==> src/rtl/seq_playback_pkg.sv <==
// rtl/seq_playback_pkg.sv - shared state encoding and default widths for the pattern playback path
package seq_playback_pkg;

  localparam int ADDR_W_DEF = 4;
  localparam int LED_W_DEF  = 4;

  typedef enum logic [1:0] {
    IDLE = 2'b00,
    SHOW = 2'b01,
    GAP  = 2'b10,
    DONE = 2'b11
  } state_t;

  // Counter width for the longer of the two phases; never narrower than one bit.
  function automatic int cnt_width(input int on_ticks, input int off_ticks);
    int longest;
    longest = (on_ticks > off_ticks) ? on_ticks : off_ticks;
    return (longest > 1) ? $clog2(longest) : 1;
  endfunction

endpackage

==> src/rtl/seq_playback_tick_timer.sv <==
// rtl/seq_playback_tick_timer.sv - tick-qualified phase counter with terminal compare
module seq_playback_tick_timer #(
  parameter int CNT_W = 2
) (
  input  logic             clock,
  input  logic             reset,
  input  logic             clear,
  input  logic             tick,
  input  logic [CNT_W-1:0] last,
  output logic             expire
);

  logic [CNT_W-1:0] cnt;

  assign expire = tick && (cnt == last);

  always_ff @(posedge clock) begin
    if (reset || clear) begin
      cnt <= '0;
    end else if (expire) begin
      cnt <= '0;
    end else if (tick) begin
      cnt <= cnt + CNT_W'(1);
    end
  end

endmodule

==> src/rtl/seq_playback.sv <==
// rtl/seq_playback.sv - steps the decoder address through 0..round and shows each pattern on the LEDs
module seq_playback
  import seq_playback_pkg::*;
#(
  parameter int ADDR_W    = ADDR_W_DEF,
  parameter int LED_W     = LED_W_DEF,
  parameter int TICKS_ON  = 4,
  parameter int TICKS_OFF = 2
) (
  input  logic              clock,
  input  logic              reset,
  input  logic              start,
  input  logic [ADDR_W-1:0] round,
  input  logic              tick,
  output logic [ADDR_W-1:0] address,
  input  logic [LED_W-1:0]  seq_in,
  output logic [LED_W-1:0]  led_out,
  output logic              busy,
  output logic              done
);

  localparam int CNT_W = cnt_width(TICKS_ON, TICKS_OFF);
  localparam logic [CNT_W-1:0] ON_LAST  = CNT_W'(TICKS_ON - 1);
  localparam logic [CNT_W-1:0] OFF_LAST = CNT_W'(TICKS_OFF - 1);

  state_t            state;
  state_t            state_d;
  logic [ADDR_W-1:0] last_reg;
  logic [ADDR_W-1:0] last_d;
  logic [ADDR_W-1:0] address_d;
  logic              expire;
  logic              timer_clear;
  logic [CNT_W-1:0]  timer_last;

  // The counter is parked at zero outside SHOW/GAP so every step starts a fresh phase.
  assign timer_clear = (state == IDLE) || (state == DONE);
  assign timer_last  = (state == GAP) ? OFF_LAST : ON_LAST;

  seq_playback_tick_timer #(
    .CNT_W (CNT_W)
  ) u_timer (
    .clock  (clock),
    .reset  (reset),
    .clear  (timer_clear),
    .tick   (tick),
    .last   (timer_last),
    .expire (expire)
  );

  always_ff @(posedge clock) begin
    if (reset) begin
      state    <= IDLE;
      address  <= '0;
      last_reg <= '0;
    end else begin
      state    <= state_d;
      address  <= address_d;
      last_reg <= last_d;
    end
  end

  always_comb begin
    state_d   = state;
    address_d = address;
    last_d    = last_reg;
    case (state)
      IDLE: begin
        if (start) begin
          last_d    = round;
          address_d = '0;
          state_d   = SHOW;
        end
      end
      SHOW: begin
        if (expire) state_d = GAP;
      end
      GAP: begin
        // Stop on the latched last step so the address never wraps past it.
        if (expire) begin
          if (address == last_reg) begin
            state_d = DONE;
          end else begin
            address_d = address + ADDR_W'(1);
            state_d   = SHOW;
          end
        end
      end
      DONE: begin
        state_d = IDLE;
      end
    endcase
  end

  assign busy    = (state == SHOW) || (state == GAP);
  assign done    = (state == DONE);
  assign led_out = (state == SHOW) ? seq_in : '0;

endmodule
==> config.mk <==
export PLATFORM = sky130hd
export DESIGN_NAME = seq_playback
export DESIGN_NICKNAME = d
export VERILOG_FILES = /design/src/rtl/seq_playback_pkg.sv /design/src/rtl/seq_playback_tick_timer.sv /design/src/rtl/seq_playback.sv
export SDC_FILE = /design/constraint.sdc
export NUM_CORES = 1
export LEC_CHECK = 0
export ABC_AREA = 0
export CORE_ASPECT_RATIO = 0.9
export CORE_MARGIN = 10
export CORE_UTILIZATION = 25
export DETAILED_ROUTE_END_ITERATION = 7
export PLACE_DENSITY_LB_ADDON = 0.2
export SETUP_SLACK_MARGIN = 0.05
export SYNTH_ARGS = -nofsm -noshare
export SYNTH_HDL_FRONTEND = slang
export SYNTH_SLANG_ARGS = --single-unit
==> constraint.sdc <==
create_clock -name clock -period 1.5 [get_ports clock]
set_input_delay 0.15 -clock clock [delete_from_list [all_inputs] [get_ports clock]]
set_output_delay 0.15 -clock clock [all_outputs]
set_load 0.1 [all_outputs]
==> out/metrics.csv, run 1 <==
stage,metric,value,unit
power_and_ir_drop,worst vdd ir,1645,µV
logic_synthesis,synth warn,0,
placement,port bufs,21,
drt,max layer used,met4,
cells_and_area,post-route insts no fill,160,
timing,Achievable Freq,683.8,MHz
clocking,clk root buf,clkbuf_4,
cells_and_area,NumNets Final,138,
drt,DRC violations left,0,
setup_path,Worst Path Required,1.69,ns
clocking,CTS tree,built,
timing,RSZ-0062 raised after global routing,true,
drt,vias post-DR,742,
die,Die Wd,76.89,µm
clocking,clk sinks,12,
power_and_ir_drop,Lkg Pwr,0.5045,nW
drt,WL met2,1082,µm
drt,via/cell ratio,4.638,
logic_synthesis,number of synthesized flops with an enable pin,0,
drt,post-route ant nets,0,
logic_synthesis,synthesized instance count,86,
cells_and_area,"commonest cells after routing, fill and taps aside","clkdlybuf4s50_1, buf_12, buf_4",
logic_synthesis,post-synth cell types,32,
timing,final setup fails,0,
clocking,clk_lat worst skew,0.28,ns
logic_synthesis,syn_nets,103,
timing,Slew Limit Headroom,79.77,%
setup_path,Max stage delay on crit path,0.35,ns
drt,first-pass iteration count of the detailed router,3,
status,run status,"finished, final reports clean",
logic_synthesis,synthesized area,728.2,µm²
grt,vias in the first global route,783,
cells_and_area,number of diodes,0,
clocking,CTS max path bufs,2,
grt,initial antenna violation count,0,
grt,Global Route Usage Sum,7.966,%
placement,Post-DP HPWL,1609,µm
power_and_ir_drop,PD cells,1795,nW/µm²
timing,Fin Clk Skew,0.006232,ns
placement,routability cong.,0.7306,
logic_synthesis,"Avg Cell Area, Syn",8.467,µm²
setup_path,critical-path cell list,buf_6 > ha_4 > o2111a_1 > and4bb_4 > nor2_4 > o32ai_2,
logic_synthesis,Most used DFF post-synth,dfxtp_1,
drt,met3 WL,150,µm
cells_and_area,layout cells sized above 1,47.50,%
setup_path,Slowest cell on crit path,dfxtp_2,
placement,Placed Cells,154,
die,die footprint,5475,µm²
grt,first-pass GRT wire length,3608,µm
clocking,"Reg clk slew, reported paths",0.08,ns
logic_synthesis,synthesized flop and latch total,12,
timing,slew at the pin closest to its max-slew limit,0.3028,ns
setup_path,Critical Path Sink Type,flip-flop,
setup_path,crit path launch type,flip-flop,
logic_synthesis,sequential element share of the synthesized area,32.99,%
logic_synthesis,Synth area leaders,"dfxtp_1, ha_1, nand2b_1, a21oi_1, nand2_1",
drt,routed wire length,2137,µm
drt,WL/cell,13.36,µm
die,Cell Rows,18,
logic_synthesis,Synth top area share,32.99,%
die,Core Region,2770,µm²
setup_path,CP max FO,6,
drt,met1 WL,895,µm
cells_and_area,final core utilization,49.01,%
die,Starting Density,26.29,%
timing,final hold violations,0,
grt,GRT overflow,0,
clocking,TritonCTS buffer count,3,
grt,largest net degree at the start of global routing,10,
die,Die H,71.20,µm
cells_and_area,"commonest non-fill, non-tap cell in the layout",clkdlybuf4s50_1,
drt,starting DRC count in detailed routing,13,
timing,post-route minimum period,1.463,ns
clocking,H-tree Lvls,1,
die,# IOs,22,
cells_and_area,Syn-to-layout area delta,86.43,%
timing,crit share post-route,97.50,%
hold_path,min-delay worst type,in2reg,
logic_synthesis,"FFs w/ async S/R, synth",0,%
timing,max-slew violations,0,
setup_path,crit path DAT,1.65,ns
logic_synthesis,post-synth top area cell,dfxtp_1,
job,# Max-Cap Violations,0,
setup_path,critical path class,reg2reg,
cells in the mapped netlist, drive strengths merged, types with 3 or more instances:
cell	count
nand2b	5
o21ai	5
o32ai	3
dfxtp	12
xnor2	3
ha	5
and2	4
a21oi	7
nand2	8
nand3	5
nor2	5
inv	5
worst paths after layout:
path	from	endpoint	slack, ns	cells after the start
setup / recovery	state[1]	address[3]	0.04	6
hold / removal	round[1]	last_reg[1]	0.43	3
setup reg to reg	state[1]	address[3]	0.04	6
hold reg to reg	last_reg[0]	last_reg[0]	0.47	2
metrics by stage:
step | power (W) | setup WS, ns | hold WS, ns | TNS [ns] | instance area [µm²]
2_1_floorplan | 0.001317 | 0.02978 | 0.2975 | 0 | 750.7
3_3_place_gp | 0.001804 | -0.09603 | 0.4507 | -0.4450 | 1167
3_5_place_dp | 0.001805 | -0.07554 | 0.4648 | -0.3345 | 1167
4_1_cts | 0.002242 | 0.02923 | 0.4218 | 0 | 1276
5_1_grt | 0.002590 | -0.03800 | 0.4507 | -0.05093 | 1358
6_report | 0.002437 | 0.03748 | 0.4299 | 0 | 1358
power breakdown:
group | leakage, nW | internal (W) | switching, W
combinational | 0.382 | 0.000735 | 0.00101
clock | 0.0210 | 0.000148 | 0.000117
sequential | 0.102 | 0.000374 | 0.0000530
metal layers:
metal	track usage, %	up-vias
li1	-	369
met5	0	-
met4	2.680	0
met3	3.788	2
met2	13.66	16
met1	8.441	355
kinds of logic after synthesis:
| logic type | count (synthesis) | share of synthesized area, % |
|---|---|---|
| simple gates | 37 | 28.87 |
| compound gates | 20 | 19.07 |
| flops | 12 | 32.99 |
| buf+inv | 6 | 3.093 |
| xor+xnor | 5 | 6.015 |
| fa+ha+maj | 5 | 8.591 |
| mux | 1 | 1.375 |
final cells by class:
type	count	area, µm²
clock buffers	4	36.28
fillers	273	1413
inverters	5	21.27
multi-input cells	68	595.6
flip-flops and latches	12	257.7
well taps	40	50.05
repair buffers	31	396.6
worst max-delay path: cells and delay by family (launching register included):
family / cells / cell delay [ns]
compound gates: 2 / 0.41
flops: 1 / 0.35
simple gates: 2 / 0.34
fa+ha+maj: 1 / 0.17
buf+inv: 1 / 0.10
repair_timing:
item                       4_1_cts  5_1_grt
buffers inserted                 1        2
hold buffers                     0        0
pin swaps                        2        9
gates resized for setup         19       20
setup endpoints to repair       10       10
(Power assumes the default switching activity.)
==> run 2, diff against run 1 <==
CTS_CLUSTER_SIZE = 8   (was default)
SLEW_MARGIN = 20   (was default)
==> results of run 2 <==
Final layout, timing and power as in run 1 (identical DEF).
